File: config.mk
export PLATFORM = sky130hd
export DESIGN_NAME = wfi_power_seq
export DESIGN_NICKNAME = d
export VERILOG_FILES = /design/src/rtl/wfi_power_seq.sv
export SDC_FILE = /design/constraint.sdc
export NUM_CORES = 1
export LEC_CHECK = 0
export ABC_AREA = 1
export ABC_CLOCK_PERIOD_IN_PS = 1600
export CAP_MARGIN = 20
export CORE_ASPECT_RATIO = 1.2
export CORE_MARGIN = 2
export CORE_UTILIZATION = 50
export CTS_CLUSTER_DIAMETER = 100
export DETAILED_ROUTE_END_ITERATION = 10
export GPL_ROUTABILITY_DRIVEN = 0
export MAX_ROUTING_LAYER = met4
export PLACE_DENSITY = 0.75
export SYNTH_ARGS = -nofsm -noshare
export SYNTH_HDL_FRONTEND = slang
export SYNTH_SLANG_ARGS = --single-unit
File: constraint.sdc
create_clock -name clk -period 1.6 [get_ports clk]
set_clock_uncertainty 0.15 [all_clocks]
set_input_delay 0.32 -clock clk [delete_from_list [all_inputs] [get_ports clk]]
set_output_delay 0.32 -clock clk [all_outputs]
set_load 0.02 [all_outputs]
File: src/rtl/wfi_power_seq.sv
// WFI low-power sequencer: stalls fetch, drains the pipeline, releases the HFOSC
// request, and on wake re-requests the clock and waits for a settled oscillator.
module wfi_power_seq #(
  parameter int unsigned DRAIN_CYCLES  = 4,
  parameter int unsigned SETTLE_CYCLES = 2,
  parameter int unsigned WAKE_TIMEOUT  = 255,
  parameter int unsigned CNT_W         = 16
) (
  input  logic             clk,
  input  logic             rst_n,
  input  logic             wfi_req,
  input  logic             pipe_busy,
  input  logic             wake_irq,
  input  logic             osc_ready,
  output logic             clk_req,
  output logic             fetch_ce,
  output logic             wfi_ack,
  output logic             sleeping,
  output logic             osc_fault,
  output logic [CNT_W-1:0] sleep_cnt
);

  localparam logic [2:0] ST_RUN    = 3'd0;
  localparam logic [2:0] ST_DRAIN  = 3'd1;
  localparam logic [2:0] ST_SLEEP  = 3'd2;
  localparam logic [2:0] ST_WAKE   = 3'd3;
  localparam logic [2:0] ST_SETTLE = 3'd4;

  localparam logic [3:0]       DRAIN_LOAD  = 4'(DRAIN_CYCLES - 1);
  localparam logic [3:0]       SETTLE_LOAD = 4'(SETTLE_CYCLES - 1);
  localparam logic [7:0]       WAKE_LIMIT  = 8'(WAKE_TIMEOUT);
  localparam logic [CNT_W-1:0] SLEEP_MAX   = {CNT_W{1'b1}};
  localparam logic [CNT_W-1:0] SLEEP_ONE   = {{(CNT_W-1){1'b0}}, 1'b1};

  logic [2:0]       state_r, state_s;
  logic [3:0]       drain_cnt_r, drain_cnt_s;
  logic [3:0]       settle_cnt_r, settle_cnt_s;
  logic [7:0]       wake_cnt_r, wake_cnt_s, wake_inc_s;
  logic             osc_meta_r, osc_rdy_s;
  logic             rdy_seen_r, rdy_seen_s;
  logic             wfi_pend_r, wfi_pend_s;
  logic             ack_s, fault_s;
  logic [CNT_W-1:0] sleep_cnt_s;

  // Two-flop synchronizer for the oscillator ready level
  always_ff @(posedge clk or negedge rst_n) begin
    if (!rst_n) begin
      osc_meta_r <= 1'b0;
      osc_rdy_s  <= 1'b0;
    end else begin
      osc_meta_r <= osc_ready;
      osc_rdy_s  <= osc_meta_r;
    end
  end

  assign wake_inc_s = wake_cnt_r + 8'd1;

  // Next-state and counter logic
  always_comb begin
    state_s      = state_r;
    drain_cnt_s  = drain_cnt_r;
    settle_cnt_s = settle_cnt_r;
    wake_cnt_s   = wake_cnt_r;
    rdy_seen_s   = 1'b0;
    wfi_pend_s   = wfi_pend_r;
    ack_s        = 1'b0;
    fault_s      = osc_fault;
    sleep_cnt_s  = sleep_cnt;
    case (state_r)
      ST_RUN: begin
        // A request still visible during its own ack cycle is the old WFI, not a new one
        if (wfi_req && !wfi_ack) begin
          if (wake_irq) begin
            ack_s = 1'b1;
          end else begin
            state_s     = ST_DRAIN;
            drain_cnt_s = DRAIN_LOAD;
            wfi_pend_s  = 1'b1;
          end
        end else begin
          state_s = ST_RUN;
        end
      end
      ST_DRAIN: begin
        if (wake_irq) begin
          state_s    = ST_RUN;
          ack_s      = 1'b1;
          wfi_pend_s = 1'b0;
        end else if ((drain_cnt_r == 4'd0) && !pipe_busy) begin
          state_s     = ST_SLEEP;
          sleep_cnt_s = {CNT_W{1'b0}};
        end else if (drain_cnt_r != 4'd0) begin
          drain_cnt_s = drain_cnt_r - 4'd1;
        end else begin
          drain_cnt_s = drain_cnt_r;
        end
      end
      ST_SLEEP: begin
        if (sleep_cnt != SLEEP_MAX) begin
          sleep_cnt_s = sleep_cnt + SLEEP_ONE;
        end else begin
          sleep_cnt_s = sleep_cnt;
        end
        if (wake_irq) begin
          state_s    = ST_WAKE;
          wake_cnt_s = 8'd0;
        end else begin
          state_s = ST_SLEEP;
        end
      end
      ST_WAKE: begin
        // rdy_seen only counts samples taken inside WAKE, so a stale level cannot pass alone
        rdy_seen_s = osc_rdy_s;
        wake_cnt_s = wake_inc_s;
        if (osc_rdy_s && rdy_seen_r) begin
          state_s      = ST_SETTLE;
          settle_cnt_s = SETTLE_LOAD;
        end else if (wake_inc_s == WAKE_LIMIT) begin
          fault_s      = 1'b1;
          state_s      = ST_SETTLE;
          settle_cnt_s = SETTLE_LOAD;
        end else begin
          state_s = ST_WAKE;
        end
      end
      ST_SETTLE: begin
        // Once faulted the ready level is not trusted, so it cannot bounce us back to WAKE
        if (!osc_rdy_s && !osc_fault) begin
          state_s    = ST_WAKE;
          wake_cnt_s = 8'd0;
        end else if (settle_cnt_r == 4'd0) begin
          state_s    = ST_RUN;
          ack_s      = wfi_pend_r;
          wfi_pend_s = 1'b0;
        end else begin
          settle_cnt_s = settle_cnt_r - 4'd1;
        end
      end
      default: begin
        state_s    = ST_WAKE;
        wake_cnt_s = 8'd0;
      end
    endcase
  end

  // State and counter registers
  always_ff @(posedge clk or negedge rst_n) begin
    if (!rst_n) begin
      state_r      <= ST_WAKE;
      drain_cnt_r  <= 4'd0;
      settle_cnt_r <= 4'd0;
      wake_cnt_r   <= 8'd0;
      rdy_seen_r   <= 1'b0;
      wfi_pend_r   <= 1'b0;
    end else begin
      state_r      <= state_s;
      drain_cnt_r  <= drain_cnt_s;
      settle_cnt_r <= settle_cnt_s;
      wake_cnt_r   <= wake_cnt_s;
      rdy_seen_r   <= rdy_seen_s;
      wfi_pend_r   <= wfi_pend_s;
    end
  end

  // Registered outputs decoded from the next state so they line up with state_r
  always_ff @(posedge clk or negedge rst_n) begin
    if (!rst_n) begin
      clk_req   <= 1'b1;
      fetch_ce  <= 1'b0;
      wfi_ack   <= 1'b0;
      sleeping  <= 1'b0;
      osc_fault <= 1'b0;
      sleep_cnt <= {CNT_W{1'b0}};
    end else begin
      clk_req   <= (state_s != ST_SLEEP);
      fetch_ce  <= (state_s == ST_RUN);
      wfi_ack   <= ack_s;
      sleeping  <= (state_s == ST_SLEEP);
      osc_fault <= fault_s;
      sleep_cnt <= sleep_cnt_s;
    end
  end

endmodule

# Word level (Yosys, flattened, before mapping)
# Cells that the tools add are included.
# classes
add_sub_neg,4
n_mul,0
div_mod_pow,0
n_lt_le_gt_ge,0
eq_ne,22
shift,0
mux,40
bitwise_logic,2
n_reduce_logical,24
# op_table
cell,n
$mux 16,3
$mux 4,9
$pmux 16 s2,1
$pmux 8 s4,1
$ne 2x2->1 const B,13
$mux 3,8
$add 16x1->16 const B,1
$mux 8,2
$ne 16x16->1 const B,1
$pmux 4 s2,2
$pmux 3 s5,1
$reduce_and 6->1,2
$mux 1,11
$eq 3x2->1 const B,3
$add 8x1->8 const B,1
$eq 8x8->1 const B,1
$logic_not 4->1,2
$reduce_and 4->1,2
$sub 4x1->4 const B,2
$logic_not 3->1,2
$pmux 1 s3,2
$reduce_and 3->1,2
$reduce_bool 2->1,3
$logic_and 1x1->1,4
9 further kinds,13
# word_totals
regBits,44
latchBits,0
ram_bits,0
romBits,0
in_bits,6
out_inout_bits,21
elab_cells,106
memories,0

# Logic depth before layout (Yosys ltp)
# Gate-level depths: netlist of run 1.
# logic_depth
word_depth,6
ltp_mapped,13
ltp_nobuf,13

# Least setup slack after synthesis of run 1
# OpenSTA, ideal clock, no wires.
# synth_timing
kind,reg-to-reg
startpoint,register sleep_cnt[0]
endpoint,register sleep_cnt[5]
setup_time_ns,0.120
arrival_ns,1.579
required_time_ns,1.330
path_slack_ns,-0.249
path_stages_with_launch,10
n_path_buf,1
period_less_slack_ns,1.849
cell_sequence,dfrtp_1 > ha_1 > nand3_2 > nor3_4 > nand4_1 > nand2_1 > nand2_1 > buf_6 > a21oi_1 > nor2_1
# synth_between
elab_chain_cells,3
word_cells_on_any_way,6
cone_classes,add/sub (1); eq/ne (2); mux (2); reduce/logical (1)
# synth_rtl
item,line_no,rtl
from (decl),20,output logic [CNT_W-1:0] sleep_cnt
from (signal assigned),173,sleep_cnt <= {CNT_W{1'b0}};
from (signal assigned),180,sleep_cnt <= sleep_cnt_s;
$add 16x1->16 / $ne 16x16->1 (equally long branches),"100, 99",
$mux 16 / $ne 2x2->1 (equally long branches),-,
$pmux 16 s2 / $reduce_and 4->1 (equally long branches),-,
# Parallel ways exist; a longest one is shown, timed or not. The select of a mux whose other input is x is not followed.
# A chain may end at the register's enable or synchronous reset.

# Worst setup path after layout of run 1
# layout_timing
startpoint,register wake_cnt_r[0]
endpoint,register sleeping
# layout_between
elab_chain_cells,6
# layout_rtl
item,line_no,rtl
from (decl),38,"logic [7:0] wake_cnt_r, wake_cnt_s, wake_inc_s;"
from (signal assigned),159,wake_cnt_r <= wake_cnt_s;
$add 8x1->8,56,assign wake_inc_s = wake_cnt_r + 8'd1;
$eq 8x8->1,118,end else if (wake_inc_s == WAKE_LIMIT) begin
$mux 3,118,
$mux 3,115,if (osc_rdy_s && rdy_seen_r) begin
$pmux 3 s5,69,case (state_r)
$eq 3x2->1,178,sleeping <= (state_s == ST_SLEEP);
to (signal assigned),178,
to (decl),18,"output logic sleeping,"
# Every way passes these cells.

==> summary.md, run 1 <==
| Metric | Value |
|---|---|
| Arrival @ worst endpoint | 1.92 ns |
| Crit path kind | reg2reg |
| # diodes | 0 |
| Post-Syn Area | 2510 um^2 |
| Max-Cap Viols | 0 |
| Cts bufs inserted | 5 |
| Share of cells above drive strength 1 | 0.432 |
| Post-synth top cells | nand2_1, dfrtp_1, inv_1, nor2_1, nand3_1 |
| Cell taking the most area after synthesis | dfrtp_1 |
| Die area | 5600 um^2 |
| Syn. warnings | 0 |
| Final Hold Fails | 0 |
| Antenna violations before repair | 0 |
| Hold slack | 0.208 ns |
| Hold Path Class | reg2reg |
| Fillers | 312 |
| CP Max Fanout | 3 |
| Global-route wire length before repair | 10,100 um |
| CP endpoint kind | register |
| Required time at the worst-slack endpoint | 1.69 ns |
| Total wire length | 8000 um |
| Final Setup Violations | 41 |
| Ports | 27 |
| Die width | 68.7 um |
| EDFF count, synth | 0 |
| Unrepaired setup endpoints after global routing | true |
| WP buf/inv | 2 |
| FF+latch area | 1110 um^2 |
| Die H | 81.6 um |
| Slew headroom | 0.816 |
| CTS tree | built |
| Top-count cell post-synth | nand2_1 |
| CP peak stage delay | 0.44 ns |
| Routed vias | 2,634 |
| Row cnt | 28 |
| Prevailing post-synth register cell | dfrtp_1 |
| Final Critical Period | 1.83 ns |
| P&R area growth vs syn | 53.3% |
| Violated checks | negative setup slack |
| Largest net degree at the start of global routing | 45 |
| Area of the multi-input gates | 1570 um^2 |
| Pleak | 1.85 nW |
| Largest delay share family, worst path | simple AND/OR/NAND/NOR gates |
| Power per cell area | 1530 nW/um^2 |
| F_max | 0.547 GHz |
| Tot Pwr | 5.91 mW |
| Vias per cell | 5.58 |
| Dominant cells by area after synthesis | dfrtp_1, nand2_1, inv_1, nand3_1, nor2_1 |
| DRT antenna net count | 0 |
| Placement Cell Area | 3230 um^2 |
| Post-synthesis cell type count | 35 |
| Maximum root-to-sink buffer count | 2 |
| Slew Limit Fails | 0 |
| CTS root buf | clkbuf_8 |
| Final std cells w/o fill | 472 |
| Peak VDD IR | 921 uV |
| H-tree depth | 2 |
| Initial Util | 0.515 |
| Total GRT Usage | 0.244 |
| CP max-delay cell | dfrtp_1 |
| Finished Cell Area | 3850 um^2 |
| Placed insts | 449 |
| Fin crit share | 1.14 |
| Slew @ Worst Pin | 0.272 ns |
| Drt drc | 0 |
| Status | finished with violations |
| Mean Syn Cell Area | 7.89 um^2 |
| Core box area | 4870 um^2 |
| Cell chain of the critical path | ha_4, inv_2, nand2_1, nand2_1, nor2_1, nand3_1, nor2_4, nand2_2, nand3_1, nand4_1, inv_1 |
| DRT Pass-1 Iters | 4 |
| Syn Nets | 330 |
| Worst Setup Start Kind | register |
| Cell depth of the worst setup path | 11 |
| IO Port Bufs | 26 |
| Reg2reg path depth | 11 |
| Asr flop ratio synth | 1.00 |
| Clock slew at reported path FFs | 0.09 ns |
| Clock Latency Late Sink | 0.31 ns |
| Synth top area share | 0.409 |
| Clock Sinks | 44 |
| Post-layout net count | 423 |
| HPWL after DPL | 4470 um |
| First DRT Iteration DRCs | 226 |
| Yosys reg bits | 44 |
| Post-placement worst setup slack | -0.236 ns |
| Setup WS post-layout | -0.228 ns |
| GRT Residual Overflow | 0 |
| Drt wl/cell | 17.0 um |
| Vias in the first global route | 2,372 |
| Hold Path Stages | 0 |
| Syn Inst Count | 318 |
| Seq/Total Area, Yosys | 0.440 |
[final timing paths]
path / slack (ns) / startpoint / end
max: -0.23 / wake_cnt_r[0] / sleeping
max in group asynchronous: 0.64 / rst_n / state_r[0]
max reg2reg: -0.23 / wake_cnt_r[0] / sleeping
min reg2reg: 0.21 / osc_meta_r / osc_rdy_s
min: 0.21 / osc_meta_r / osc_rdy_s
min in group asynchronous: 0.38 / rst_n / sleep_cnt[5]
[kinds of logic (layout without fill, tap and decap cells)]
kind of cell / after synthesis / after routing / synth area share
DFF: 44 / 44 / 0.440
xor gates and xnor gates: 13 / 13 / 0.0454
adders and majority gates: 6 / 6 / 0.0299
buffers and inverters: 48 / 142 / 0.0783
and+or+nand+nor: 168 / 168 / 0.317
AOI/OAI and AO/OA: 39 / 39 / 0.0892
[per-layer routing]
metal | GRT usage | wire (um)
met4 | 0.0940 | 334
met3 | 0.0301 | 359
met1 | 0.275 | 2910
met5 | - | 0
met2 | 0.434 | 4400
[area by class of cell]
type	count	area share
Timing Repair Buffer	90	0.205
Multi-Input combinational cell	226	0.407
Clock buffer	6	0.0215
Sequential cell	44	0.288
Clock inverter	2	0.0101
Tap cell	60	0.0195
Inverter	44	0.0491
[sequential cells by signal, indices dropped and copies added (netlist names)]
name and flops:
wfi_ack 1, rdy_seen_r 1, state_r 3, sleep_cnt 16
settle_cnt_r 4, sleeping 1, osc_rdy_s 1, clk_req 1
osc_meta_r 1, osc_fault 1, fetch_ce 1, wfi_pend_r 1
drain_cnt_r 4, wake_cnt_r 8
[timing repair]
action                     CTS  global route
hold buffers                 1             0
setup buffers                2            10
pin swaps                    2            21
gates resized for setup     46           100
gates cloned                 0             3
hold endpoints to repair    41             0
setup endpoints to repair   54            45
[metrics by stage]
step | TNS, ns | utilization
floorplan | -0.630 | -
global placement | -4.16 | 0.664
detailed placement | -5.80 | 0.664
CTS | -0.681 | 0.696
global route | -8.06 | 0.790
finish | -4.54 | 0.790
[cell usage in the layout (no fill, tap or decap), drive strengths merged, types with 5 or more instances in the layout]
cell and count:
o22ai 8, nand3 27, dfrtp 41, o21ai 22
ha 6, buf 64, xor2 9, dlygate4sd2 13
a21oi 5, nand2 84, inv 42, nor3 7
nor2 39, clkbuf 10, nand4 9
[power breakdown]
part,internal (mW),switching (mW)
Sequential,1.38,0.261
Combinational,1.48,1.86
Clock,0.511,0.411
Power figures use the tool's default switching activity.
==> inputs of run 2 (changes only) <==
--- a/config.mk
+++ b/config.mk
@@ -15,7 +15,7 @@
 export DETAILED_ROUTE_END_ITERATION = 10
 export GPL_ROUTABILITY_DRIVEN = 0
 export MAX_ROUTING_LAYER = met4
-export PLACE_DENSITY = 0.75
+export PLACE_DENSITY = 0.84
 export SYNTH_ARGS = -nofsm -noshare
 export SYNTH_HDL_FRONTEND = slang
 export SYNTH_SLANG_ARGS = --single-unit
==> run 2 against run 1 <==
The flow still finishes with violations (negative setup slack). Clock power down 2.4%. Combinational power up 4%. Worst setup slack worse by 0.078 ns. Core utilization up 0.49 points. Critical endpoint is now sleep_cnt[5]. Largest cell class unchanged. Largest power group unchanged.
==> summary.md, run 2 (synthesis gave the netlist of run 1 again) <==
| Metric | Value |
|---|---|
| Largest Register | sleep_cnt |
| Total GRT Usage | 0.283 |
| Met1 global-route usage | 0.298 |
| Peak VDD IR | 755 uV |
| Placement Cell Area | 3240 um^2 |
| DRT Pass-1 Iters | 5 |
| Clock Latency Late Sink | 0.32 ns |
| Worst Setup Start Kind | register |
| Vias per cell | 5.77 |
| Slew headroom | 0.799 |
| Clock Sinks | 44 |
| Hold Path Origin | osc_meta_r |
| Hold Path Class | reg2reg |
| Arrival @ worst endpoint | 1.95 ns |
| Share of cells above drive strength 1 | 0.443 |
| Global-route wire length before repair | 11,300 um |
| CP Max Fanout | 5 |
| Fin crit share | 1.19 |
| Unrepaired setup endpoints after global routing | true |
| P&R area growth vs syn | 54.3% |
| Largest net degree at the start of global routing | 45 |
| Slew @ Worst Pin | 0.297 ns |
| Busiest grt layer | met2 |
| Die width | 68.7 um |
| Most common cell after layout, fill and taps aside | buf_4 |
| Drt wl/cell | 17.8 um |
| Top Registers | sleep_cnt x16, wake_cnt_r x8 |
| Setup WS post-layout | -0.306 ns |
| Critical R2R Launch | sleep_cnt[1] |
| Max-Cap Viols | 0 |
| # diodes | 0 |
| H-tree depth | 2 |
| Final Hold Fails | 0 |
| Worst setup path startpoint | sleep_cnt[1] |
| CTS root buf | clkbuf_8 |
| Die H | 81.6 um |
| Violated checks | negative setup slack |
| Pleak | 1.87 nW |
| Clock slew at reported path FFs | 0.10 ns |
| Required time at the worst-slack endpoint | 1.65 ns |
| Initial Util | 0.515 |
| DRT antenna net count | 0 |
| Drt drc | 0 |
| Vias in the first global route | 2,547 |
| Cts bufs inserted | 5 |
| Routed vias | 2,768 |
| CP endpoint kind | register |
| Most frequent cells in the layout | buf_4, nand2_1, dfrtp_1 |
| GRT Residual Overflow | 0 |
| Final Setup Violations | 41 |
| Fillers | 286 |
| Ports | 27 |
| Antenna violations before repair | 0 |
| Met2 usage | 0.487 |
| Crit path kind | reg2reg |
| Finished Cell Area | 3870 um^2 |
| Slew Limit Fails | 0 |
| Met3 usage | 0.0548 |
| CTS tree | built |
| Fin Setup TNS | -6.75 ns |
| Max reg flops | 16 |
| Final Critical Period | 1.91 ns |
| Die area | 5600 um^2 |
| Maximum root-to-sink buffer count | 2 |
| IO Port Bufs | 26 |
| HPWL after DPL | 4560 um |
| Total wire length | 8550 um |
| Status | finished with violations |
| Hold slack | 0.211 ns |
| First DRT Iteration DRCs | 285 |
| Post-layout net count | 431 |
| Row cnt | 28 |
| F_max | 0.525 GHz |
| Core box area | 4870 um^2 |
| Power per cell area | 1550 nW/um^2 |
==> run 2: cell types whose count changed in the layout (fill, tap and decap cells not counted), sizes merged <==
cell           change
clkinvlp           +1
clkdlybuf4s15      -1
buf                +9
clkinv             -1
dlygate4sd2        -1
inv                +1
==> run 2: where the power goes <==
part	switching (mW)	total (mW)	internal [mW]	leakage [nW]
clock network	0.429	0.900	0.471	0.0548
logic	1.89	3.46	1.57	1.24
registers	0.252	1.64	1.39	0.571
total	2.57	6.00	3.43	1.87
==> run 2: final timing paths <==
path	end	slack, ns	cells past startpoint
hold reg to reg	osc_rdy_s	0.21	0
min in group asynchronous	sleep_cnt[5]	0.36	3
setup / recovery	sleep_cnt[5]	-0.31	9
setup reg to reg	sleep_cnt[5]	-0.31	9
hold / removal	osc_rdy_s	0.21	0
max in group asynchronous	clk_req	0.65	3
==> run 2: timing repair <==
item	in CTS	in global routing
setup endpoints to repair	58	48
hold buffers	1	0
pin swaps	3	29
cloned	1	1
setup buffers	9	11
gates resized for setup	57	92
endpoints found under the hold margin	41	0
==> run 2: routing by layer <==
metal  share of wire  vias to the layer above
li1                -                     1236
met1            0.36                     1303
met2            0.52                      171
met3           0.059                       58
met4           0.064                        0
met5               0                        -
==> run 2: critical path, cell delays in order, from the launching register on <==
cell and delay [ns]:
dfrtp_2 0.42, ha_4 0.16, nand3_4 0.09, nor3_4 0.17
nand4_1 0.17, nand2_1 0.15, nand2_4 0.11, buf_12 0.16
a21oi_2 0.13, nor2_1 0.08
==> run 2: area by class of cell <==
class / instances / area [um^2] / share of cell area
inverters: 44 / 189 / 0.0488
multi-input cells: 226 / 1540 / 0.396
clock inverters: 3 / 46.3 / 0.0120
repair buffers: 98 / 847 / 0.219
flip-flops and latches: 44 / 1110 / 0.287
well taps: 60 / 75.1 / 0.0194
clock buffers: 5 / 68.8 / 0.0178
==> run 2: through the flow <==
step	total power, mW	std cells	setup slack, ns	utilization
6_report	6.00	480	-0.306	0.795
5_1_grt	6.33	480	-0.445	0.795
4_1_cts	5.03	469	-0.171	0.720
3_5_place_dp	3.80	450	-0.293	0.666
3_3_place_gp	3.71	450	-0.212	0.666
2_1_floorplan	2.84	318	-0.0896	-
